$ cat src/rtl/dmem_arbiter_pkg.sv
// Shared definitions for the data-memory arbiter:
// FSM state encodings and requester port indices.
package dmem_arbiter_pkg;

  localparam logic [1:0] ARB_IDLE  = 2'd0;
  localparam logic [1:0] ARB_LOCK0 = 2'd1;
  localparam logic [1:0] ARB_LOCK1 = 2'd2;

  localparam int P0 = 0;
  localparam int P1 = 1;

endpackage

$ cat src/rtl/dmem_arbiter_rr_pick2.sv
// Two-way round-robin pick: a lone request wins outright,
// a tie goes to the port named by ptr.
module rr_pick2 (
  input  logic [1:0] req,
  input  logic       ptr,
  output logic [1:0] gnt
);

  always_comb begin
    gnt = req;
    if (req == 2'b11) gnt = ptr ? 2'b10 : 2'b01;
  end

endmodule

$ cat src/rtl/dmem_arbiter.sv
// Round-robin data-memory arbiter with bounded burst lock
// and one-cycle read-return forwarding to the owning port.
module dmem_arbiter
  import dmem_arbiter_pkg::*;
#(
  parameter int AW        = 32,
  parameter int DW        = 32,
  parameter int MAX_BURST = 4
) (
  input  logic          clk,
  input  logic          rst,
  input  logic          m0_req,
  input  logic          m0_we,
  input  logic          m0_lock,
  input  logic [AW-1:0] m0_addr,
  input  logic [DW-1:0] m0_wdata,
  output logic          m0_gnt,
  output logic          m0_rvalid,
  output logic [DW-1:0] m0_rdata,
  input  logic          m1_req,
  input  logic          m1_we,
  input  logic          m1_lock,
  input  logic [AW-1:0] m1_addr,
  input  logic [DW-1:0] m1_wdata,
  output logic          m1_gnt,
  output logic          m1_rvalid,
  output logic [DW-1:0] m1_rdata,
  output logic          mem_we,
  output logic [AW-1:0] mem_addr,
  output logic [DW-1:0] mem_wd,
  input  logic [DW-1:0] mem_rd
);

  localparam int BW = $clog2(MAX_BURST + 1);
  localparam logic [BW-1:0] BMAX = BW'(MAX_BURST);
  localparam logic [BW-1:0] BONE = BW'(1);

  logic [1:0]    state, state_nx;
  logic          rr_ptr, rr_nx;
  logic [BW-1:0] beat, beat_nx;
  logic [1:0]    rv_q;

  logic [1:0] req, lock, pick, gnt;
  logic       pick_ptr, hold, hold_k;

  assign req  = {m1_req, m0_req};
  assign lock = {m1_lock, m0_lock};

  rr_pick2 u_pick (
    .req (req),
    .ptr (pick_ptr),
    .gnt (pick)
  );

  // On release the holder drops to lowest priority, so the
  // other port takes over the same cycle with no bubble.
  always_comb begin
    hold     = 1'b0;
    hold_k   = 1'b0;
    pick_ptr = rr_ptr;
    unique case (state)
      ARB_LOCK0: begin
        hold_k   = 1'b0;
        pick_ptr = 1'b1;
        hold     = req[P0] && lock[P0] &&
                   (beat < BMAX || !req[P1]);
      end
      ARB_LOCK1: begin
        hold_k   = 1'b1;
        pick_ptr = 1'b0;
        hold     = req[P1] && lock[P1] &&
                   (beat < BMAX || !req[P0]);
      end
      default: ;
    endcase
  end

  always_comb begin
    gnt = 2'b00;
    if (!rst) begin
      if (hold) gnt = hold_k ? 2'b10 : 2'b01;
      else      gnt = pick;
    end
  end

  always_comb begin
    state_nx = ARB_IDLE;
    beat_nx  = '0;
    rr_nx    = rr_ptr;
    if (hold) begin
      state_nx = state;
      beat_nx  = (beat == BMAX) ? beat : beat + BONE;
      rr_nx    = ~hold_k;
    end else if (gnt[P1]) begin
      rr_nx = 1'b0;
      if (lock[P1]) begin
        state_nx = ARB_LOCK1;
        beat_nx  = BONE;
      end
    end else if (gnt[P0]) begin
      rr_nx = 1'b1;
      if (lock[P0]) begin
        state_nx = ARB_LOCK0;
        beat_nx  = BONE;
      end
    end
  end

  always_ff @(posedge clk) begin
    if (rst) begin
      state  <= ARB_IDLE;
      rr_ptr <= 1'b0;
      beat   <= '0;
      rv_q   <= 2'b00;
    end else begin
      state  <= state_nx;
      rr_ptr <= rr_nx;
      beat   <= beat_nx;
      rv_q   <= {gnt[P1] & ~m1_we, gnt[P0] & ~m0_we};
    end
  end

  always_comb begin
    mem_we   = 1'b0;
    mem_addr = '0;
    mem_wd   = '0;
    unique case (1'b1)
      gnt[P1]: begin
        mem_we   = m1_we;
        mem_addr = m1_addr;
        mem_wd   = m1_wdata;
      end
      gnt[P0]: begin
        mem_we   = m0_we;
        mem_addr = m0_addr;
        mem_wd   = m0_wdata;
      end
      default: ;
    endcase
  end

  assign m0_gnt    = gnt[P0];
  assign m1_gnt    = gnt[P1];
  // Reset held mid-access suppresses a pending return at once.
  assign m0_rvalid = rv_q[P0] & ~rst;
  assign m1_rvalid = rv_q[P1] & ~rst;
  assign m0_rdata  = m0_rvalid ? mem_rd : '0;
  assign m1_rdata  = m1_rvalid ? mem_rd : '0;

endmodule

$ cat config.mk
export PLATFORM = sky130hd
export DESIGN_NAME = dmem_arbiter
export DESIGN_NICKNAME = d
export VERILOG_FILES = /design/src/rtl/dmem_arbiter_pkg.sv /design/src/rtl/dmem_arbiter_rr_pick2.sv /design/src/rtl/dmem_arbiter.sv
export SDC_FILE = /design/constraint.sdc
export NUM_CORES = 1
export LEC_CHECK = 0
export CAP_MARGIN = 20
export CORE_AREA = 2 2 116 118
export CTS_CLUSTER_SIZE = 8
export DETAILED_ROUTE_END_ITERATION = 6
export DIE_AREA = 0 0 118 120
export PLACE_DENSITY_LB_ADDON = 0.2
export SETUP_SLACK_MARGIN = 0.4
export SLEW_MARGIN = 0
export SYNTH_ARGS = -nofsm -noshare
export SYNTH_HDL_FRONTEND = slang
export SYNTH_SLANG_ARGS = --single-unit
$ cat constraint.sdc
create_clock -name clk -period 7.8 [get_ports clk]
set_input_delay 1.95 -clock clk [delete_from_list [all_inputs] [get_ports clk]]
set_output_delay 1.95 -clock clk [all_outputs]
set_load 0.1 [all_outputs]
Yosys cells after proc, flatten, opt, wreduce, memory -nomap -nowiden
Cells that the tools add are included.

cells by class
  add/subtract/negate cells = 1
  $lt $le $gt $ge = 1
  equal/unequal tests = 5
  multiplexer cells = 26
  bitwise logic cells = 8
  reduce and logical (&&, ||, !) cells = 9

operators by type and width
  operator                                            number
  case mux 32 bit (2 select lines)                    2
  2-to-1 mux 32 bit                                   2
  2-to-1 mux 2 bit                                    7
  2-to-1 mux 1 bit                                    9
  2-to-1 mux 3 bit                                    3
  case mux 1 bit (2 select lines)                     3
  bitwise AND 1 bit                                   4
  == test 2 bit (second input constant)               2
  logical AND 1 bit                                   4
  inverter 1 bit                                      4
  adder 3 x 1 -> 3 bit (second input constant)        1
  == test 3 bit (second input constant)               1
  less-than comparator 3 bit (second input constant)  1
  nonzero test 3 bit                                  1
  == test 2 x 1 -> 1 bit (second input constant)      1
  zero test 1 bit                                     2
  logical OR 1 bit                                    2
  != test 2 bit (second input constant)               1

word-level totals
  bits in registers = 8
  output and inout port bits = 133
  word-level logic and storage cells = 54

Logic depth before layout (Yosys ltp)
  depth after elaboration = 9
  depth in mapped cells = 8
  depth with buffers taken out = 6

Modules after synthesis
Synthesis repeated with hierarchy kept, for this count alone.

second synthesis, totals
  cell total of the unflattened synthesis = 453
  area, all modules = 3798.6 um^2

by module, submodules not included
  module        instances  cells each  area an instance (um^2)  seq. area each (um^2)
  dmem_arbiter  1          450         3779.9                   160.2
  rr_pick2      1          3           18.8                     0.0

Least setup slack after synthesis
Ideal clock, no wire load.

  kind = input -> output
  start point = input port rst
  end point = output port m0_rdata[22]
  arrival time = 4031 ps
  setup slack = 1819 ps
  stages on the path = 3
  buffers on the path = 1
  cells stage by stage = nor2b_1 clkbuf_1 and2_1

on the way
  cells in the longest elaborated chain, start to end = 3

ends and longest elaborated chain
  element            line                 source
  start, declared    dmem_arbiter.sv:11   input logic rst,
  inverter 1 bit     dmem_arbiter.sv:145  assign m0_rvalid = rv_q[P0] & ~rst;
  bitwise AND 1 bit  dmem_arbiter.sv:145
  via m0_rvalid      dmem_arbiter.sv:18   output logic m0_rvalid,
  2-to-1 mux 32 bit  dmem_arbiter.sv:147  assign m0_rdata = m0_rvalid ? mem_rd : '0;
  end, declared      dmem_arbiter.sv:19   output logic [DW-1:0] m0_rdata,

The timed path passes the listed nets, and every way through them passes these cells.

Worst setup path after layout
  start point = input port m1_req
  end point = output port mem_addr[5]

on the way
  cells in the longest elaborated chain, start to end = 7
  elaborated cells on any way between the ends = 11

ends and longest elaborated chain
  element                             line                 source
  start, declared                     dmem_arbiter.sv:20   input logic m1_req,
  zero test 1 bit                     dmem_arbiter.sv:66   (beat < BMAX || !req[P1]);
  logical OR 1 bit                    dmem_arbiter.sv:66
  logical AND 1 bit                   dmem_arbiter.sv:65   hold = req[P0] && lock[P0] &&
  case mux 1 bit (2 select lines)     dmem_arbiter.sv:61   unique case (state)
  2-to-1 mux 2 bit *                  dmem_arbiter.sv:81   if (hold) gnt = hold_k ? 2'b10 : 2'b01;
  2-to-1 mux 2 bit *                  dmem_arbiter.sv:80   if (!rst) begin
  case mux 32 bit (2 select lines) *  dmem_arbiter.sv:127  unique case (1'b1)
  end, declared                       dmem_arbiter.sv:29   output logic [AW-1:0] mem_addr,

Mark *: on every way between the ends. The rest lies on a longest branch, timed or not.

==> results.md <==
* Clock root cell: clkbuf_16
* Result of the run: complete, no violations
* Most common cell after layout, fill and taps aside: clkdlybuf4s50_1
* Remaining Overflow, GRT at 0
* Io pins at 301
* Post-layout nets at about 670
* DR vias/cell at 4.38
* Antenna violations before repair at 0
* Crit Path Class: primary input to output port
* Filler cell count at 1349
* RSZ-0062 raised after global routing: no
* Design area at 0.00462 mm^2
* Non-filler cells, final at 671
* Worst Setup SP: m1_req
* CTS Buf Count at 3
* Clock power share at 15.7%
* Worst r2r dst: rv_q[0]$_SDFF_PP0_
* Sum of negative setup slack at 0 ns
* Hold_buf cts at 0
* Vias in the first global route at 2823
* Final Setup Violations at 0
* Final period util at roughly 80%
* Clock slew at reported path FFs at 0.04 ns
* Worst slew pin tran at 0.785 ns
* R2r setup slk at 5.33 ns
* Synth unique cells at 31
* Core Util, Final at between 30% and 40%
* Total Power at 547 uW
* Final hold viol count at 0
* Max-slew headroom at 47.6%
* Final setup margin at 1.44 ns
* Worst setup SP type: primary input
* Antenna-violating nets left at 0
* Slowest CP cell: mux2_4
* Num Clock Sinks at 8
* Gate power share at 76.3%
* Core area at 0.0130 mm^2
* Clk_lat worst skew at 0.23 ns
* VDD IR max at 0.0646 mV
* Cell-internal power at 247 uW
* Post-synthesis cell count at ~220
* Tmin final at 6.36 ns
* Max frequency at between 150 and 200 MHz
* N_diodes at 0
* Ys Warns at 0
* NetSw at around 300 uW
* Flop pwr share at 8.0%
* Switching part of the total at between 50% and 60%
* Sequential area share after synthesis at 9.01%
* Die H at 120 um
* Initial DRC count at 108
* # resized after CTS at 0
* Seq cells post-synth at 8
* CP endpoint: mem_addr[5]
* Post-synthesis net count at around 390
* Max Cap Viol at 0
* Mapped cell area at 0.00178 mm^2
* Mapped Avg Cell Area at 8.19 um^2
* Worst hold slack at 0.498 ns
* Layout cell share with drive strength beyond 1 at 33.5%
* Dominant synthesized flop cell: dfxtp_1
* Inst Count DP at 667
* H-tree levels at 1
* First-pass GRT wire length at around 16000 um
* DIE AREA at 0.0142 mm^2
* Setup bufs post-CTS at 0
* Crit end category: output port
* Reg2reg path depth at 6
* Clock skew at 0.000593 ns
* Post-placement cell area at 0.00453 mm^2
* Largest net degree at the start of global routing at 69
* Cell Pwr Density at 118 mW/mm^2
* Req. time, crit path at 5.85 ns
* Layout area overhead at 160%
* FFs w/ async S/R, synth at 0%
* Global Route Usage Sum at 14.1%
* Hold Crit Class: register to register
* Clock buffer depth at 2
* Critical Path Max Stage Delay at between 0.6 and 0.7 ns
* DR pass1 iterations at 5
* Rows at 42
* Routed wire length at approximately 11000 um
* EDFF count, synth at 0
* Post-placement worst setup slack at 1.44 ns
* Crit path cell chain: clkdlybuf4s50_1, a31oi_1, a21boi_4, mux2_4, a32o_1, buf_4
* DR DRC count at 0
* Port Buffers at 300
* Die width at 118 um
* Dpl hpwl at 9150 um
* Average wire per standard cell at 16.5 um
* RePlAce Congestion at 0.807
* P_leak at 2.08 nW
* Worst r2r src: state[0]$_SDFFE_PP0N_
* Commonest non-fill, non-tap cells in the layout: 167 x clkdlybuf4s50_1, 135 x buf_4, 65 x and2_1, 45 x a32o_1, 20 x a32o_2
* Critical path peak fanout at 67
* Vias at about 2900
* CTS tree: built
* Worst endpoint data arrival time at 4.41 ns
* Starting utilization of the core area at 13.7%
* Final Max Slew Viols at 0
-- worst max-delay path, delay by kind of cell --
family / cells / cell delay [ns]
muxes: 1 / 0.69
buffers and inverters: 2 / 0.79
AOI/OAI and AO/OA: 3 / 0.93
-- cells by family (layout without fill, tap and decap cells) --
kind of cell / Yosys count / in the layout / share of synthesized area (%)
AO/OA/AOI/OAI: 76 / 76 / 42.5
adder cells (fa/ha/maj): 6 / 6 / 4.22
multiplexers: 6 / 6 / 4.01
flip-flops: 8 / 8 / 9.01
XOR/XNOR: 1 / 1 / 0.493
AND/OR/NAND/NOR: 87 / 87 / 29.9
buffers and inverters: 33 / 311 / 9.85
-- cell type report --
class	count	area, um^2	area share (%)
inverters	5	18.8	0.406
multi-input cells	176	1440	31.2
clock buffers	3	75.1	1.62
repair buffers	303	2710	58.5
well taps	176	220	4.76
flip-flops and latches	8	160	3.47
-- metal layers --
layer	track usage (%)	share of wire [%]	vias up
met2	27.3	54	212
met4	3.61	1.3	0
met3	3.42	9.2	14
met5	0	0	-
met1	15.2	36	1311
li1	-	-	1403
-- worst min-delay path by stage --
stage | slack, ns | end | depth (start not counted) | from
after CTS | 0.50 | state[1]$_SDFFE_PP0N_ | 2 | state[1]$_SDFFE_PP0N_
after detailed placement | 0.50 | state[1]$_SDFFE_PP0N_ | 2 | state[1]$_SDFFE_PP0N_
after global routing | 0.53 | state[1]$_SDFFE_PP0N_ | 2 | state[1]$_SDFFE_PP0N_
after global placement | 0.50 | state[1]$_SDFFE_PP0N_ | 2 | state[1]$_SDFFE_PP0N_
after floorplan | 0.46 | state[1]$_SDFFE_PP0N_ | 2 | state[1]$_SDFFE_PP0N_
final | 0.50 | state[1]$_SDFFE_PP0N_ | 2 | state[1]$_SDFFE_PP0N_
-- sequential cells by signal (all words and copies together) (netlist names) --
signal and count:
beat 3, rv_q 2, state 2, rr_ptr 1
-- synth_stat cells (all sizes together), types with 5 or more instances --
cell / instances / area share, %
buf: 15 / 6.1
a32o: 65 / 38
ha: 6 / 4.2
dfxtp: 8 / 9.0
nand2: 6 / 1.3
inv: 5 / 1.1
clkbuf: 13 / 2.7
and2: 65 / 23
a21oi: 5 / 1.4
-- power by group through the flow --
stage          clock [mW]  sequential (mW)  combinational [mW]
6_report           0.0860           0.0439               0.417
4_1_cts            0.0881           0.0439               0.418
3_5_place_dp            0           0.0445               0.417
2_1_floorplan           0           0.0441               0.280
5_1_grt            0.0904           0.0441               0.430
3_3_place_gp            0           0.0444               0.417
No activity file was read; power rests on OpenSTA's default activity.
